## config.mk

```make
export PLATFORM = sky130hd
export DESIGN_NAME = bcd_to_bin_seq_flat
export DESIGN_NICKNAME = d
export VERILOG_FILES = /design/src/rtl/bcd_to_bin_seq_if.sv /design/src/rtl/bcd_to_bin_seq.sv /design/src/flat_wrapper.sv
export SDC_FILE = /design/constraint.sdc
export NUM_CORES = 1
export LEC_CHECK = 0
export CORE_UTILIZATION = 45
export DETAILED_ROUTE_END_ITERATION = 8
export PLACE_DENSITY_LB_ADDON = 0.25
export SLEW_MARGIN = 10
export SYNTH_ARGS = -nofsm -noshare
export SYNTH_HDL_FRONTEND = slang
export SYNTH_SLANG_ARGS = --single-unit
```

## constraint.sdc

```tcl
create_clock -name clk -period 2 [get_ports clk]
set_clock_uncertainty 0.1 [all_clocks]
set_input_delay 0.5 -clock clk [delete_from_list [all_inputs] [get_ports clk]]
set_output_delay 0.5 -clock clk [all_outputs]
set_load 0.01 [all_outputs]
```

## src/rtl/bcd_to_bin_seq_if.sv

```systemverilog
// Handshake and data bundle between a BCD source and the converter.
interface bcd_to_bin_seq_if #(
  parameter int DIGITS = 4,
  parameter int BIN_W  = 14
) ();
  logic                  start;
  logic [4*DIGITS-1:0]   bcd_in;
  logic                  busy;
  logic                  done;
  logic [BIN_W-1:0]      bin_out;
  logic                  err;

  modport master (output start, bcd_in, input busy, done, bin_out, err);
  modport slave  (input start, bcd_in, output busy, done, bin_out, err);
endinterface

```

## src/rtl/bcd_to_bin_seq.sv

```systemverilog
// Sequential packed-BCD to binary converter (reverse double dabble).
//
// state    | meaning
// ---------+-------------------------------------------------------------
// S_IDLE   | waiting for start; outputs hold the last result
// S_SHIFT  | one shift-right/subtract-3 iteration per clock; an operand
//          | with a non-decimal digit leaves here on its first cycle
// S_FINISH | publish bin_out/err, pulse done, drop busy
module bcd_to_bin_seq #(
  parameter int DIGITS = 4,
  parameter int BIN_W  = 14
) (
  input  logic            clk,
  input  logic            rst,
  bcd_to_bin_seq_if.slave bus
);
  localparam int BCD_W = 4 * DIGITS;
  localparam int W     = BCD_W + BIN_W;
  localparam int CW    = $clog2(BIN_W + 1);

  typedef enum logic [1:0] {S_IDLE, S_SHIFT, S_FINISH} state_t;

  state_t           state_q, state_d;
  logic [W-1:0]     work_q, work_d;
  logic [CW-1:0]    cnt_q, cnt_d;
  logic             errf_q, errf_d;
  logic [BIN_W-1:0] bin_q, bin_d;
  logic             err_q, err_d;
  logic             done_q, done_d;
  logic             busy_q, busy_d;

  function automatic logic any_bad(input logic [BCD_W-1:0] v);
    logic bad;
    bad = 1'b0;
    for (int d = 0; d < DIGITS; d++)
      if (v[4*d +: 4] > 4'd9) bad = 1'b1;
    return bad;
  endfunction

  // Shift first, then correct each digit of the shifted BCD field.
  function automatic logic [W-1:0] shift_fix(input logic [W-1:0] v);
    logic [W-1:0] s;
    s = v >> 1;
    for (int d = 0; d < DIGITS; d++)
      if (s[BIN_W+4*d +: 4] >= 4'd8)
        s[BIN_W+4*d +: 4] = s[BIN_W+4*d +: 4] - 4'd3;
    return s;
  endfunction

  // State and datapath registers; reset clears any result in flight.
  always_ff @(posedge clk or posedge rst) begin
    if (rst) begin
      state_q <= S_IDLE;
      work_q  <= '0;
      cnt_q   <= '0;
      errf_q  <= 1'b0;
      bin_q   <= '0;
      err_q   <= 1'b0;
      done_q  <= 1'b0;
      busy_q  <= 1'b0;
    end else begin
      state_q <= state_d;
      work_q  <= work_d;
      cnt_q   <= cnt_d;
      errf_q  <= errf_d;
      bin_q   <= bin_d;
      err_q   <= err_d;
      done_q  <= done_d;
      busy_q  <= busy_d;
    end
  end

  // Next-state and next-register logic.
  always_comb begin
    state_d = state_q;
    work_d  = work_q;
    cnt_d   = cnt_q;
    errf_d  = errf_q;
    bin_d   = bin_q;
    err_d   = err_q;
    done_d  = 1'b0;
    busy_d  = busy_q;
    case (state_q)
      S_IDLE: begin
        if (bus.start) begin
          work_d  = {bus.bcd_in, {BIN_W{1'b0}}};
          cnt_d   = '0;
          errf_d  = any_bad(bus.bcd_in);
          busy_d  = 1'b1;
          state_d = S_SHIFT;
        end
      end
      S_SHIFT: begin
        // A bad operand spends exactly one cycle here, giving it a fixed
        // two-clock turnaround without running the shift loop.
        if (errf_q) begin
          state_d = S_FINISH;
        end else begin
          work_d = shift_fix(work_q);
          cnt_d  = cnt_q + 1'b1;
          if (cnt_q == CW'(BIN_W - 1)) state_d = S_FINISH;
        end
      end
      S_FINISH: begin
        bin_d   = errf_q ? '0 : work_q[BIN_W-1:0];
        err_d   = errf_q;
        done_d  = 1'b1;
        busy_d  = 1'b0;
        state_d = S_IDLE;
      end
      default: state_d = S_IDLE;
    endcase
  end

  assign bus.busy    = busy_q;
  assign bus.done    = done_q;
  assign bus.bin_out = bin_q;
  assign bus.err     = err_q;
endmodule

```

## src/flat_wrapper.sv

```systemverilog
// flat-port wrapper written by rule: the top's interface ports become plain ports
module bcd_to_bin_seq_flat 
#(
  parameter int DIGITS = 4,
  parameter int BIN_W  = 14
)
  (clk, rst, bus_start, bus_bcd_in, bus_busy, bus_done, bus_bin_out, bus_err);
  bcd_to_bin_seq_if #(.DIGITS(DIGITS), .BIN_W(BIN_W)) bus_i ();
  input  logic clk;
  input  logic rst;
  input wire logic [$bits(bus_i.start)-1:0] bus_start;
  input wire logic [$bits(bus_i.bcd_in)-1:0] bus_bcd_in;
  output wire logic [$bits(bus_i.busy)-1:0] bus_busy;
  output wire logic [$bits(bus_i.done)-1:0] bus_done;
  output wire logic [$bits(bus_i.bin_out)-1:0] bus_bin_out;
  output wire logic [$bits(bus_i.err)-1:0] bus_err;
  assign bus_i.start = bus_start;
  assign bus_i.bcd_in = bus_bcd_in;
  assign bus_busy = bus_i.busy;
  assign bus_done = bus_i.done;
  assign bus_bin_out = bus_i.bin_out;
  assign bus_err = bus_i.err;
  bcd_to_bin_seq #(.DIGITS(DIGITS), .BIN_W(BIN_W)) u_core (.clk(clk), .rst(rst), .bus(bus_i));
endmodule
```

* Word-level counts from Yosys, hierarchy flattened *
Cells that the tools add are included.

word-level totals
  flip-flop bits (word level) = 54
  bits of input ports = 19
  output and inout port bits = 17
  word-level logic and storage cells = 56

cells by class
  $add $sub $neg = 5
  $lt $le $gt $ge = 8
  eq/ne operators = 6
  multiplexer cells = 22
  reduce and logical (&&, ||, !) cells = 7

operators by type and width
  operator                                                                              number
  30-bit two-way mux                                                                    2
  30-bit one-hot mux with 2 select lines                                                1
  4-bit two-way mux                                                                     6
  4-bit > comparator (second input constant)                                            4
  14-bit two-way mux                                                                    1
  4-bit greater-or-equal comparator (second input constant)                             3
  4-bit by 2-bit subtractor with 4-bit output (second input constant)                   3
  4-bit one-hot mux with 2 select lines                                                 1
  1-bit two-way mux                                                                     6
  2-bit two-way mux                                                                     3
  2-bit AND reduction                                                                   3
  4-bit by 1-bit adder with 4-bit output (second input constant)                        1
  4-bit equality test (second input constant)                                           1
  3-bit by 4-bit greater-or-equal comparator with 1-bit output (second input constant)  1
  2-bit inequality test (second input constant)                                         2
  2-bit one-hot mux with 2 select lines                                                 1
  2-bit nonzero test                                                                    2
  3-bit by 2-bit subtractor with 4-bit output (second input constant)                   1
  3-bit by 1-bit inequality test with 1-bit output (second input constant)              1
  3-bit AND reduction                                                                   1
  2-bit by 1-bit equality test with 1-bit output (second input constant)                1
  2-bit equality test (second input constant)                                           1
  2-bit logical NOT                                                                     1
  1-bit one-hot mux with 2 select lines                                                 1

* Logic depth before layout (Yosys ltp) *
Gate-level depths: netlist of run 1.

  depth in word-level cells = 5
  mapped depth = 7
  mapped depth without buffers = 6

* Least setup slack after synthesis of run 1 *
Ideal clock, no wire load.

  kind = register -> register
  start = register u_core.state_q[0]
  end = register u_core.work_q[18]
  library setup time = 123 ps
  data arrival time = 1,238 ps
  data required time = 1,777 ps
  slack = 538 ps
  stages on the path, launching flop included = 8
  period minus slack after synthesis = 1,462 ps
  cells stage by stage = dfrtp_1 buf_4 nor3b_4 nor2_2 buf_6 buf_6 nand2_1 o21ai_1

on the way
  word-level cells in the longest chain between the ends = 3
  elaborated cells between the ends (all ways) = 7
  those cells by class = eq/ne (3); mux (1); reduce/logical (3)

ends and longest elaborated chain
  what                                                                                        line                  source
  start: declaration                                                                          bcd_to_bin_seq.sv:23  state_t state_q, state_d;
  start signal: assignment                                                                    bcd_to_bin_seq.sv:62  state_q <= state_d;
  2-bit by 1-bit equality test with 1-bit output / 2-bit logical NOT (equally long branches)  bcd_to_bin_seq.sv:83  case (state_q)
  2-bit inequality test (no line) / 2-bit nonzero test (equally long branches)                -
  3-bit AND reduction (no line)                                                               -
  end signal: assignment                                                                      bcd_to_bin_seq.sv:63  work_q <= work_d;
  end: declaration                                                                            bcd_to_bin_seq.sv:24  logic [W-1:0] work_q, work_d;

Parallel ways exist; a longest one is shown, timed or not.
A chain may end at the register's enable or synchronous reset.

* Worst setup path after layout of run 1 *
  start = register u_core.busy_q, in the netlist u_core.bus.busy
  end = output port bus_busy

RTL lines
  what                      line                  source
  start: declaration        bcd_to_bin_seq.sv:30  logic busy_q, busy_d;
  start signal: assignment  bcd_to_bin_seq.sv:69  busy_q <= busy_d;
  end: declaration          flat_wrapper.sv:13    output wire logic [$bits(bus_i.busy)-1:0] bus_busy;

No word-level cell between the ends.

==> impl_metrics.ini, run 1 <==
[run_status]
status = finished, final reports clean

[finish]
drive_gt1_share_pct = 8.273
stdcell_count = 348
fin_nets = 304
area_growth_pct = 22.74
antenna_cells = 0
fin_util_pct = 58.95

[routing]
ant_nets = 0
via_count = 1784
avgRoutedWirePerCell_um = 12.82
dr.first_iter.drc_count = 70
drc = 0
firstDrtPassIters = 4
routed_via_density = 5.126
routed_wl_mm = 4.460

[setup_path]
slowest_stage = clkdlybuf4s50_1
cp_data_required_time_ns = 1.40
reg2regPathDepth = 4
slowest_delay_ns = 0.55
r2r_end = u_core.work_q[11]
path_buf_inv = 1
critPathLaunchType = flop
crit_type = flop to output pin
arrival_ns = 1.21
crit_chain = clkdlybuf4s50_1
r2r_slack_ns = 0.35
critical-path-top-delay-family = buffers and inverters
endpoint_kind = output pin
timing.rr.start = u_core.state_q[0]
critical_path.max_fanout = 2

[timing]
whs_ns = 0.3841
drv_slew = 0
fmax_mhz = 551.0
tns_ns = 0
fin_crit_sh_pct = 90.75
finalHoldViolations = 0
final-setup-viol-count = 0
fin_crit_ns = 1.815
rsz0062_at_grt = no
slew-limit-headroom_pct = 73.54
worst_slew_pin_slew_ns = 0.3969

[global_route]
global_route.usage.total_pct = 16.88
grt_first_pass_wirelength_mm = 7.962
antenna_found_initial = 0
grt_max_degree = 55
grt_pass1_vias = 1748
grt-ovfl-total = 0

[clock_network]
cts_root_buf = clkbuf_8
clk_pin_slew_worst_paths_ns = 0.10
clock_latency_ns = 0.30
postCtsSetupRepairBufs = 0
cts_buffer_depth = 2
cts-htree-levels = 2
tritoncts = yes
cts_resized = 0
ctsHoldBuffers = 0
cts_sinks = 54
cts_buffers = 5

[yosys]
ys_types = 28
synth_fp_nets = 268
synth-seq-cells = 54
syn_inst = 241
synth.cell_area_um2 = 2531
synth.avg_cell_area_um2 = 10.50
synth_warnings = 0
ys_seq_area_share_pct = 53.39

[die]
core_um2 = 5270
start_util_pct = 48.03
fp.dieH_um = 77
dieArea_um2 = 5929
fp.dieW_um = 77
design.portCount = 36
rows = 26

[pwr]
p_per_area_nw_per_um2 = 1195
p_total_mw = 3.713
irDropWorstVdd_v = 0.0009029
total_leakage_power_nw = 1.404

[hold_path]
min_to = u_core.bus.bin_out[4]
hold_depth = 2
min_from = u_core.bus.bin_out[4]
hold_path_class = flop to flop

[place]
hpwl_mm = 3.071
placed_cells = 340
io_buffers = 35
gp_congestion = 0.7287

[run]
maxCapViolations = 0
## stage by stage
stage / worst slack [ns] / area (µm²)
finish: 0.1850 / 3107
global route: 0.1255 / 3107
CTS: 0.1639 / 3107
detailed placement: 0.1398 / 2985
global placement: 0.1653 / 2985
floorplan: 0.08542 / 2531
## report_power, final
| part | total (mW) | switching (mW) | leakage [nW] | internal [mW] |
|---|---|---|---|---|
| logic | 1.34 | 0.676 | 0.633 | 0.663 |
| clock network | 0.763 | 0.351 | 0.0618 | 0.412 |
| registers | 1.61 | 0.285 | 0.710 | 1.33 |
| total | 3.71 | 1.31 | 1.40 | 2.40 |
## registers in the layout, indices dropped and copies added (netlist names)
name and flops:
u_core.work_q 30, u_core.bus.bin_out 14, u_core.cnt_q 4, u_core.state_q 2, u_core.bus.busy 1, u_core.bus.done 1, u_core.bus.err 1, u_core.errf_q 1
## synthesized netlist by cell type, drive strengths merged
| library cell | instances | area (µm²) |
|---|---|---|
| dfrtp | 54 | 1351 |
| o21ai | 31 | 158.9 |
| nand2 | 27 | 101.4 |
| nand2b | 20 | 125.1 |
| a21oi | 15 | 75.07 |
| a22o | 15 | 131.4 |
| nor2 | 14 | 55.06 |
| mux2i | 12 | 120.1 |
| buf | 11 | 73.81 |
| inv | 10 | 37.54 |
| ha | 8 | 100.1 |
| xnor2 | 6 | 52.55 |
| clkbuf | 4 | 15.01 |
| nand4b | 3 | 26.28 |
| a21o | 2 | 15.01 |
| nor3b | 2 | 37.54 |
| xor2 | 2 | 17.52 |
| and4 | 1 | 8.760 |
| mux2 | 1 | 11.26 |
| nand3 | 1 | 5.000 |
| nand4 | 1 | 6.260 |
| o22ai | 1 | 6.260 |
## cell type report
cell class | count | area, µm²
multi-input combinational | 162 | 1054
inverter | 10 | 37.54
clock buffer | 6 | 82.58
fill | 487 | 2163
timing repair buffer | 44 | 455.4
sequential | 54 | 1351
tap | 70 | 87.58
clock inverter | 2 | 38.79
## worst reg2reg max path: stages (launching register included)
cell	delay, ns
dfrtp_1	0.54
nor3b_4	0.43
nor2_2	0.12
buf_12	0.18
a22o_1	0.18
## worst max path at each step
stage | start | endpoint | slack, ns | cells past startpoint
global placement | bus_start | u_core.work_q[8] | 0.17 | 5
finish | u_core.bus.busy | bus_busy | 0.19 | 1
floorplan | rst | u_core.bus.bin_out[0] | 0.09 | 1
global route | u_core.bus.busy | bus_busy | 0.13 | 1
CTS | u_core.bus.busy | bus_busy | 0.16 | 1
detailed placement | bus_start | u_core.work_q[29] | 0.14 | 5
## kinds of logic after synthesis
| logic type | after synthesis | synth area share, % |
|---|---|---|
| compound gates | 64 | 15.27 |
| simple gates | 69 | 14.43 |
| xor+xnor | 8 | 2.768 |
| fa+ha+maj | 8 | 3.955 |
| buf+inv | 25 | 4.992 |
| mux | 13 | 5.190 |
| flops | 54 | 53.39 |
## metal layers
metal / track usage (%) / routed length (µm)
met1: 21.36 / 2047
met2: 28.93 / 2207
met3: 3.571 / 150
met4: 5.094 / 55
met5: 0 / 0
## cells in the final DEF, fill, tap and decap left out
cell,n
clkdlybuf4s50_1,35
mux2_2,1
o21ai_2,1
nand4_1,1
nor2_2,1
a21oi_1,15
a21o_1,2
o21ai_0,20
xnor2_1,6
buf_4,6
o22ai_1,1
a22o_1,15
ha_1,8
nand3_1,1
inv_1,9
and4_1,1
bufinv_16,1
clkbuf_8,6
nand4b_1,3
mux2i_1,12
nor3b_4,2
o21ai_1,10
dfrtp_1,54
nor2_1,13
buf_12,3
inv_6,1
inv_2,1
nand2b_1,20
xor2_1,2
nand2_1,27
No activity file was read; power rests on OpenSTA's default activity.
==> inputs of run 2 (changes only) <==
- CORE_MARGIN: unset -> 10
- CORE_UTILIZATION: 45 -> 48
==> impl_metrics.ini, run 2 (same netlist as run 1, synthesis figures left out) <==
[run_status]
status = finished, final reports clean

[routing]
routed_wl_mm = 4.823
via_count = 1799
drc = 0
firstDrtPassIters = 4
ant_nets = 0
dr.first_iter.drc_count = 67
avgRoutedWirePerCell_um = 13.82
routed_via_density = 5.155

[setup_path]
critPathLaunchType = flop
path_buf_inv = 1
endpoint_kind = output pin
arrival_ns = 1.23
critical-path-top-delay-family = buffers and inverters
crit_cells = 1
r2r_slack_ns = 0.36
slowest_delay_ns = 0.55
crit_type = flop to output pin
cp_data_required_time_ns = 1.40
slowest_stage = clkdlybuf4s50_1
crit_chain = clkdlybuf4s50_1
reg2regPathDepth = 4
critical_path.max_fanout = 2

[clock_network]
cts_sinks = 54
clock_latency_ns = 0.30
cts-htree-levels = 2
ctsHoldBuffers = 0
cts_buffer_depth = 2
postCtsSetupRepairBufs = 0
clk_pin_slew_worst_paths_ns = 0.10
cts_buffers = 5
tritoncts = yes
cts_root_buf = clkbuf_8
cts_resized = 0

[place]
hpwl_mm = 3.423
io_buffers = 35
gp_congestion = 0.7481
pre_cts_slack_ns = 0.1273

[timing]
fmax_mhz = 545.1
finalHoldViolations = 0
fin_crit_sh_pct = 91.73
worst_slew_pin_slew_ns = 0.4170
slew-limit-headroom_pct = 72.20
drv_slew = 0
tns_ns = 0
rsz0062_at_grt = no
final-setup-viol-count = 0
setup_ws_ns = 0.1654
whs_ns = 0.3827
fin_crit_ns = 1.835

[die]
start_util_pct = 49.56
fp.dieH_um = 92.62
dieArea_um2 = 8578
fp.dieW_um = 92.62
rows = 26
core_um2 = 5107
design.portCount = 36

[finish]
largest_reg_flops = 30
fin_nets = 305
regMostFlops = u_core.work_q
fin_util_pct = 60.17
antenna_cells = 0
area_growth_pct = 21.40
final_common_cell = dfrtp_1
drive_gt1_share_pct = 8.602
num-fill-cells = 467
final_cell_mix = 54 x dfrtp_1, 35 x clkdlybuf4s50_1, 27 x nand2_1

[global_route]
grt_pass1_vias = 1786
antenna_found_initial = 0
use_met1_pct = 14.76
global_route.usage.total_pct = 11.82
use_met2_pct = 19.24
grt-ovfl-total = 0
use_met3_pct = 3.793
grt-busiest-layer = met2
grt_max_degree = 55
grt_first_pass_wirelength_mm = 8.507

[pwr]
p_total_mw = 3.566
p_per_area_nw_per_um2 = 1160
irDropWorstVdd_v = 0.0006878
total_leakage_power_nw = 1.381

[hold_path]
hold_path_class = flop to flop
hold_depth = 2

[run]
maxCapViolations = 0
==> run 2: cell count changes in the layout (fill, tap and decap cells not counted), sizes merged <==
cell | before | now
clkbuf | 6 | 5
clkinvlp | 0 | 2
buf | 9 | 10
bufinv | 1 | 0
==> run 2: path summary, 6_finish.rpt <==
kind / to / startpoint
max: bus_busy / u_core.bus.busy
min: u_core.bus.bin_out[3] / u_core.bus.bin_out[3]
max reg2reg: u_core.work_q[3] / u_core.state_q[0]
min reg2reg: u_core.bus.bin_out[3] / u_core.bus.bin_out[3]
max in group asynchronous: u_core.work_q[26] / rst
min in group asynchronous: u_core.cnt_q[1] / rst
==> run 2: stage by stage <==
stage          cells  area, µm²
4_1_cts          349       3073
2_1_floorplan    241       2531
3_3_place_gp     341       2980
3_5_place_dp     341       2980
6_report         349       3073
5_1_grt          349       3073
==> run 2: tightest hold or removal path, stage by stage, from the launching register on <==
cell and delay (ns):
dfrtp_1 0.35, nand2_1 0.04, o21ai_0 0.06
==> run 2: power by group <==
group	internal [mW]	switching (mW)
logic	0.653	0.684
clock network	0.251	0.366
registers	1.33	0.286
total	2.23	1.34
==> run 2: area by class of cell <==
type | count | area, µm² | share of cell area, %
clock inverters | 3 | 23.77 | 0.7736
repair buffers | 45 | 450.4 | 14.66
well taps | 70 | 87.58 | 2.850
inverters | 10 | 37.54 | 1.221
flip-flops and latches | 54 | 1351 | 43.97
multi-input cells | 162 | 1054 | 34.28
clock buffers | 5 | 68.82 | 2.239
==> run 2: layer usage <==
metal	part of all wire [%]	wire length, µm	up-vias
met5	0	0	-
li1	-	-	895
met3	6.7	321	5
met2	48	2291	41
met1	45	2174	858
met4	0.75	36	0
==> inputs of run 3 (changes only) <==
- clock period: 2 -> 2.31 ns (I/O delays scaled with it)
==> impl_metrics.ini, run 3 (same netlist as run 1, synthesis figures left out) <==
[finish]
largest_reg_flops = 30
area_growth_pct = 20.71
multiInputGateArea_um2 = 1054
regMostFlops = u_core.work_q
num-fill-cells = 433
antenna_cells = 0
layout.area.seq_um2 = 1351
fin_nets = 303
final_common_cell = dfrtp_1
final_cell_mix = 54 x dfrtp_1, 35 x clkdlybuf4s50_1, 27 x nand2_1
drive_gt1_share_pct = 7.942

[setup_path]
critPathLaunchType = flop
cp_data_required_time_ns = 1.63
crit_type = flop to output pin
endpoint_kind = output pin
critical_path.max_fanout = 2
slowest_stage = clkdlybuf4s50_1
crit_chain = clkdlybuf4s50_1
slowest_delay_ns = 0.54
path_buf_inv = 1
critical-path-top-delay-family = buffers and inverters
arrival_ns = 1.22

[timing]
rsz0062_at_grt = no
worst_slew_pin_slew_ns = 0.5635
setup_ws_ns = 0.4167
slew-limit-headroom_pct = 62.43
drv_slew = 0
fin_crit_ns = 1.893
finalHoldViolations = 0
fmax_mhz = 528.2
tns_ns = 0
final-setup-viol-count = 0
fin_crit_sh_pct = 81.96

[place]
pre_cts_slack_ns = 0.3838
gp_congestion = 0.7276
hpwl_mm = 3.485
io_buffers = 35

[clock_network]
cts-htree-levels = 2
postCtsSetupRepairBufs = 0
clock_latency_ns = 0.31
cts_buffers = 5
cts_sinks = 54
ctsHoldBuffers = 0
cts_resized = 0
clk_pin_slew_worst_paths_ns = 0.10
cts_buffer_depth = 2
cts_root_buf = clkbuf_8
tritoncts = yes

[die]
fp.dieW_um = 92.62
start_util_pct = 49.56
rows = 26
core_um2 = 5107
dieArea_um2 = 8578
design.portCount = 36
fp.dieH_um = 92.62

[pwr]
irDropWorstVdd_v = 0.0005612
total_leakage_power_nw = 1.375
p_per_area_nw_per_um2 = 1001

[routing]
drc = 0
routed_via_density = 5.046
dr.first_iter.drc_count = 137
firstDrtPassIters = 4
via_count = 1751
ant_nets = 0
routed_wl_mm = 4.911
avgRoutedWirePerCell_um = 14.15

[global_route]
grt_max_degree = 55
use_met2_pct = 19.82
grt-busiest-layer = met2
global_route.usage.total_pct = 12.38
use_met1_pct = 15.17
grt_first_pass_wirelength_mm = 8.721
grt_pass1_vias = 1843
grt-ovfl-total = 0
antenna_found_initial = 0
use_met3_pct = 4.600

[hold_path]
hold_path_class = flop to flop

[run]
maxCapViolations = 0

[run_status]
status = finished, final reports clean
[run 3: final cells by class]
| cell class | instances | area share, % |
|---|---|---|
| clock buffers | 5 | 2.252 |
| clock inverters | 3 | 0.6962 |
| inverters | 10 | 1.229 |
| multi-input cells | 162 | 34.48 |
| flip-flops and latches | 54 | 44.23 |
| well taps | 70 | 2.867 |
| repair buffers | 43 | 14.25 |
[run 3: through the flow]
step	hold slack (ns)	utilization [%]	instance area, µm²	cells	total power [mW]
after floorplan	0.3492	-	2531	241	2.259
after global placement	0.3610	58.06	2965	339	2.540
after detailed placement	0.3686	58.06	2965	339	2.566
after CTS	0.3912	59.82	3055	347	3.099
after global routing	0.4188	59.82	3055	347	3.336
final	0.3842	59.82	3055	347	3.060
[run 3: report_power, final]
part / switching [mW] / internal (mW) / total (mW) / leakage (nW)
registers: 0.268 / 1.15 / 1.42 / 0.710
logic: 0.560 / 0.554 / 1.11 / 0.621
clock network: 0.316 / 0.214 / 0.530 / 0.0441
[run 3: path summary, 6_finish.rpt]
| check | from | to | slack [ns] | cells after the start |
|---|---|---|---|---|
| worst min-delay path | u_core.bus.bin_out[2] | u_core.bus.bin_out[2] | 0.38 | 2 |
| worst max-delay path | u_core.bus.bin_out[12] | bus_bin_out[12] | 0.42 | 1 |
| max in group asynchronous | rst | u_core.work_q[29] | 1.35 | 3 |
| worst max register to register | u_core.errf_q | u_core.work_q[29] | 0.63 | 4 |
| worst min register to register | u_core.bus.bin_out[2] | u_core.bus.bin_out[2] | 0.38 | 2 |
| min in group asynchronous | rst | u_core.cnt_q[3] | 0.52 | 3 |
[run 3: routing by layer]
metal	vias to the layer above	part of all wire [%]
met4	0	0.90
li1	888	-
met2	38	48
met5	-	0
met3	4	6.7
met1	821	44
